--- src/rtl/preadder_sched.sv ---
// Round-robin scheduler that feeds two requesters into an external pre-adder with a
// configurable D/AD register depth and collects its results in accept order.
module preadder_sched #(
    parameter int DREG  = 1,
    parameter int ADREG = 1
) (
    input  logic        clk,
    input  logic        rst,
    input  logic        flush,
    input  logic        req0_valid,
    input  logic        req1_valid,
    input  logic [2:0]  req0_op,
    input  logic [2:0]  req1_op,
    input  logic [24:0] req0_a,
    input  logic [24:0] req1_a,
    input  logic [24:0] req0_d,
    input  logic [24:0] req1_d,
    output logic        req0_ready,
    output logic        req1_ready,
    output logic [24:0] pa_d,
    output logic [24:0] pa_amult_rega,
    output logic [2:0]  pa_inmode,
    output logic        pa_ced,
    output logic        pa_cead,
    output logic        pa_rstd,
    input  logic [24:0] pa_amult,
    output logic        res_valid,
    output logic        res_id,
    output logic [24:0] res_data,
    input  logic        res_ready,
    output logic        busy
);

    localparam int W = 25;

    logic         stall;
    logic         accept_ok;
    logic         grant0;
    logic         grant1;
    logic         grant;
    logic         gnt_id;
    logic         prio;
    logic [W-1:0] gnt_a;
    logic [W-1:0] gnt_d;
    logic [2:0]   gnt_op;

    // Operation presented to the AD stage (pre-adder combinational input).
    logic         ad_in_valid;
    logic         ad_in_id;
    logic [W-1:0] ad_in_a;
    logic [2:0]   ad_in_op;

    // Operation whose pre-adder result is currently visible on pa_amult.
    logic         out_valid;
    logic         out_id;

    logic         d_busy;
    logic         ad_busy;
    logic         res_valid_q;
    logic         res_id_q;
    logic [W-1:0] res_data_q;

    assign stall     = res_valid_q & ~res_ready;
    assign accept_ok = ~rst & ~flush & ~stall;

    // NOTE: every signal written here gets a default first, so no latch can be inferred.
    always_comb begin
        grant0 = 1'b0;
        grant1 = 1'b0;
        if (accept_ok) begin
            if (req0_valid && (!req1_valid || !prio)) begin
                grant0 = 1'b1;
            end else if (req1_valid) begin
                grant1 = 1'b1;
            end
        end
    end

    assign grant  = grant0 | grant1;
    assign gnt_id = grant1;

    always_comb begin
        gnt_a  = '0;
        gnt_d  = '0;
        gnt_op = '0;
        if (grant0) begin
            gnt_a  = req0_a;
            gnt_d  = req0_d;
            gnt_op = req0_op;
        end else if (grant1) begin
            gnt_a  = req1_a;
            gnt_d  = req1_d;
            gnt_op = req1_op;
        end
    end

    // Pointer only moves on a grant, so a flush leaves it where it was.
    always_ff @(posedge clk) begin
        if (rst) begin
            prio <= 1'b0;
        end else if (grant0) begin
            prio <= 1'b1;
        end else if (grant1) begin
            prio <= 1'b0;
        end
    end

    generate
        if (DREG != 0) begin : g_dreg
            logic         v_q;
            logic         id_q;
            logic [W-1:0] a_q;
            logic [2:0]   op_q;

            // NOTE: the discard clear sits in the same synchronous branch as reset, so
            // flushed slots return to the idle (all-zero) state exactly like reset does.
            always_ff @(posedge clk) begin
                if (rst || flush) begin
                    v_q  <= 1'b0;
                    id_q <= 1'b0;
                    a_q  <= '0;
                    op_q <= '0;
                end else if (!stall) begin
                    v_q  <= grant;
                    id_q <= gnt_id;
                    a_q  <= gnt_a;
                    op_q <= gnt_op;
                end
            end

            assign ad_in_valid = v_q;
            assign ad_in_id    = id_q;
            assign ad_in_a     = a_q;
            assign ad_in_op    = op_q;
            assign d_busy      = v_q;
        end else begin : g_no_dreg
            assign ad_in_valid = grant;
            assign ad_in_id    = gnt_id;
            assign ad_in_a     = gnt_a;
            assign ad_in_op    = gnt_op;
            assign d_busy      = 1'b0;
        end

        if (ADREG != 0) begin : g_adreg
            logic v_q;
            logic id_q;

            always_ff @(posedge clk) begin
                if (rst || flush) begin
                    v_q  <= 1'b0;
                    id_q <= 1'b0;
                end else if (!stall) begin
                    v_q  <= ad_in_valid;
                    id_q <= ad_in_id;
                end
            end

            assign out_valid = v_q;
            assign out_id    = id_q;
            assign ad_busy   = v_q;
        end else begin : g_no_adreg
            assign out_valid = ad_in_valid;
            assign out_id    = ad_in_id;
            assign ad_busy   = 1'b0;
        end
    endgenerate

    // A consumed or empty result slot reloads from the last stage; a stalled one holds.
    always_ff @(posedge clk) begin
        if (rst || flush) begin
            res_valid_q <= 1'b0;
            res_id_q    <= 1'b0;
            res_data_q  <= '0;
        end else if (!stall) begin
            res_valid_q <= out_valid;
            res_id_q    <= out_valid ? out_id : 1'b0;
            res_data_q  <= out_valid ? pa_amult : '0;
        end
    end

    assign req0_ready    = grant0;
    assign req1_ready    = grant1;
    assign pa_d          = gnt_d;
    assign pa_ced        = grant;
    assign pa_cead       = ad_in_valid & ~stall & ~rst;
    assign pa_rstd       = rst | flush;
    assign pa_amult_rega = rst ? '0 : ad_in_a;
    assign pa_inmode     = rst ? '0 : ad_in_op;

    // Outputs are masked during reset so they read zero from the first reset cycle.
    assign res_valid = res_valid_q & ~rst;
    assign res_id    = res_id_q & ~rst;
    assign res_data  = rst ? '0 : res_data_q;
    assign busy      = (d_busy | ad_busy | res_valid_q) & ~rst;

endmodule

--- config.mk ---
export PLATFORM = sky130hd
export DESIGN_NAME = preadder_sched
export DESIGN_NICKNAME = d
export VERILOG_FILES = /design/src/rtl/preadder_sched.sv
export SDC_FILE = /design/constraint.sdc
export NUM_CORES = 1
export LEC_CHECK = 0
export ABC_AREA = 1
export BUFFER_PORTS_ARGS = -buffer_cell sky130_fd_sc_hd__buf_2
export CAP_MARGIN = 5
export CORE_ASPECT_RATIO = 1.4
export CORE_MARGIN = 2
export CORE_UTILIZATION = 45
export CTS_CLUSTER_DIAMETER = 30
export DETAILED_ROUTE_END_ITERATION = 6
export PLACE_DENSITY = 0.84
export REMOVE_ABC_BUFFERS = 1
export SLEW_MARGIN = 0
export SYNTH_ARGS = -nofsm -noshare
export SYNTH_HDL_FRONTEND = slang
export SYNTH_SLANG_ARGS = --single-unit
--- constraint.sdc ---
create_clock -name clk -period 3.2 [get_ports clk]
set_clock_uncertainty 0.05 [all_clocks]
set_input_delay 0.48 -clock clk [delete_from_list [all_inputs] [get_ports clk]]
set_output_delay 0.48 -clock clk [all_outputs]
set_load 0.03 [all_outputs]
==> results.py <==
metrics = {
    "clocking": {
        "tritoncts_clock_tree": "yes",
        "postCtsHoldBufs": 0,
        "htreeDepth": 3,
        "clock_buffer_depth": 2,
        "worstSkewPairLatency_ps": 330,
        "resized_cells_post_cts": 0,
        "buffers_inserted_by_post_cts_timing_repair": 0,
        "cts.sinks": 60,
        "tritoncts_buffer_count": 9,
        "clkSlewWorstSetupHoldPaths_ps": 70,
        "cts_root_buffer": "sky130_fd_sc_hd__clkbuf_8",
    },
    "global_route": {
        "antenna_found_initial": 0,
        "globalRouteOverflowTotal": 0,
        "grt_pass1_vias": 3961,
        "grt_max_degree": 59,
        "wire_length_of_the_first_global_routing_pass_mm": 16.8,
        "grt_use_total_pct": 24.2,
    },
    "worst_setup_path": {
        "cp_num_buf_inv": 3,
        "critPathTopFamily": "buffers and inverters",
        "critPathLaunchType": "flop",
        "required_ps": 2670,
        "slowest_delay_ps": 390,
        "endpoint_kind": "primary output",
        "worstSetupPathDepth": 7,
        "r2r_cells": 8,
        "path_cells": "inv_2, a21boi_2, nand2_2, inv_2, nand2_1, nand2_1, buf_2",
        "critPathArrivalTime_ps": 1700,
        "timing.setup.critical_path_class": "flop to primary output",
        "crit_fanout": 26,
        "crit_slowest_cell": "sky130_fd_sc_hd__dfxtp_1",
    },
    "sta": {
        "postLayoutSetupSlackWorst_ps": 967,
        "tightest_slew_ps": 600,
        "period_utilisation_layout_pct": 69.8,
        "finalSetupViolations": 0,
        "setup_total_negative_slack_ps": 0,
        "highest_clock_rate_mhz": 448,
        "fin_crit_ps": 2230,
        "rsz0062_at_grt": "false",
        "slew_violations": 0,
        "finalHoldViolations": 0,
        "worst_relative_slew_slack_pct": 60.0,
    },
    "synthesis": {
        "synthesis.area_per_instance_um2": 6.11,
        "ys_seq_area_share_pct": 34.8,
        "synthesis.instances": 564,
        "synth_area_leaders": "sky130_fd_sc_hd__dfxtp_1 (35%), sky130_fd_sc_hd__nand2_1 (18%), sky130_fd_sc_hd__nand3_1 (15%)",
        "synthDistinctLibCells": 21,
        "yosys_warnings": 0,
        "post_synthesis_instance_area_um2": 3450,
        "ys_ff_latch": 60,
        "yosys.area.top_type_share_pct": 34.8,
        "synth_largest_area_cell": "sky130_fd_sc_hd__dfxtp_1",
    },
    "floorplan": {
        "placeableCoreArea_um2": 7410,
        "floorplan.io_pins": 223,
        "die_w_um": 78.0,
        "initial_utilization_pct": 46.6,
        "die_h_um": 108,
        "die_area_um2": 8390,
        "rows": 37,
    },
    "power_and_ir_drop": {
        "power.ir.vdd_worst_v": 0.000301,
        "cell_area_power_density_nw_per_um2": 374,
        "p_leak_nw": 2.62,
    },
    "layout": {
        "layout-area-overhead-vs-synth_pct": 37.3,
        "final_design_area_no_fill_um2": 4740,
        "final.fill_count": 681,
        "final_nets": 903,
        "antenna_cells_inserted": 0,
        "ff_latch_area_um2": 1200,
        "final_layout_size_suffix_gt1_share_pct": 34.9,
        "multi_input_area_um2": 1680,
    },
    "place": {
        "dp_slack_ps": 1000,
        "final_estimated_routing_congestion_in_global_placement": 0.833,
        "place.detailed.hpwl_mm": 7.59,
        "post_dp_cell_area_um2": 4520,
        "numPortBuffers": 222,
    },
    "job": {
        "cap_violations": 0,
    },
    "routing": {
        "routed_wirelength_mm": 10.4,
        "vias": 4219,
        "detail_route.first_pass.iterations": 5,
        "avgRoutedWirePerCell_um": 12.0,
        "viasPerCell": 4.86,
        "drtAntennaViolNets": 0,
        "drc_violation_count_after_routing": 0,
        "drt_iter0_markers": 236,
    },
    "run_status": {
        "status": "completed",
    },
    "hold_path": {
        "worst_hold_path_type": "primary input to flop",
        "number_of_stages_on_the_worst_hold_path": 3,
    },
}
[registers in the layout (all words and copies together), names as in the netlist]
name / flops
prio: 1
res_valid_q: 1
ad_in_id: 1
res_id_q: 1
g_adreg.id_q: 1
ad_in_a: 25
res_data_q: 25
ad_in_valid: 1
ad_in_op: 3
ad_busy: 1
[worst reg2reg max path, cell delays in order (launching register included)]
cell and delay (ps):
sky130_fd_sc_hd__dfxtp_1 310, sky130_fd_sc_hd__inv_2 80, sky130_fd_sc_hd__nor2_4 60, sky130_fd_sc_hd__nor2_8 90, sky130_fd_sc_hd__buf_4 480, sky130_fd_sc_hd__nand3_1 190
sky130_fd_sc_hd__nand3_1 130, sky130_fd_sc_hd__nand2_1 50, sky130_fd_sc_hd__inv_1 60
[cell usage after synthesis, drive strengths merged]
cell / number
a21boi: 1
buf: 29
nand2: 165
nand3: 110
a31oi: 1
a21oi: 31
inv: 91
o21ai: 1
dfxtp: 60
clkbuf: 11
nor2: 64
[where the power goes]
group	switching [W]	leakage (nW)	internal, W
combinational	0.000160	2.03	0.000100
sequential	0.00000431	0.484	0.000754
clock	0.000295	0.107	0.000459
[stage by stage]
step	utilization (%)	hold WS (ps)	std cells	total power, W
2_1_floorplan	-	392	524	0.000892
3_3_place_gp	61.0	403	852	0.00103
3_5_place_dp	61.0	406	852	0.00103
4_1_cts	63.9	345	868	0.00179
5_1_grt	63.9	348	868	0.00184
6_report	63.9	360	868	0.00177
[cell type report]
cell class	count	area share, %
clock inverter	4	1.53
timing repair buffer	231	24.9
sequential	60	25.4
clock buffer	12	3.06
multi-input combinational	373	35.4
inverter	91	7.21
tap	97	2.56
[cell usage in the layout (no fill, tap or decap), drive strengths merged]
cell	count
buf	231
nand2	165
nand3	110
inv	91
nor2	64
dfxtp	60
a21oi	31
clkbuf	12
bufinv	2
a21boi	1
a31oi	1
o21ai	1
clkinvlp	1
clkinv	1
[per-layer routing]
metal	GRT usage [%]	part of all wire, %
met1	27.5	39
met2	43.0	52
met3	5.96	7.4
met4	10.2	1.9
met5	0	0
[logic make-up (layout without fill, tap and decap cells)]
family                 after synthesis  after routing  share of synthesized area [%]
buffers and inverters              131            338                           16.6
AOI/OAI and AO/OA                   34             34                           5.26
and+or+nand+nor                    339            339                           43.3
DFF                                 60             60                           34.8
[worst paths after layout]
path | slack (ps) | start | end
max | 970 | prio$_SDFFE_PP0P_ | pa_d[7]
min | 360 | pa_amult[8] | res_data_q[8]$_SDFFE_PP0N_
max reg2reg | 1660 | res_valid_q$_SDFFE_PP0N_ | ad_in_a[9]$_SDFFE_PP0N_
min reg2reg | 410 | res_data_q[23]$_SDFFE_PP0N_ | res_data_q[23]$_SDFFE_PP0N_
(Power assumes the default switching activity.)
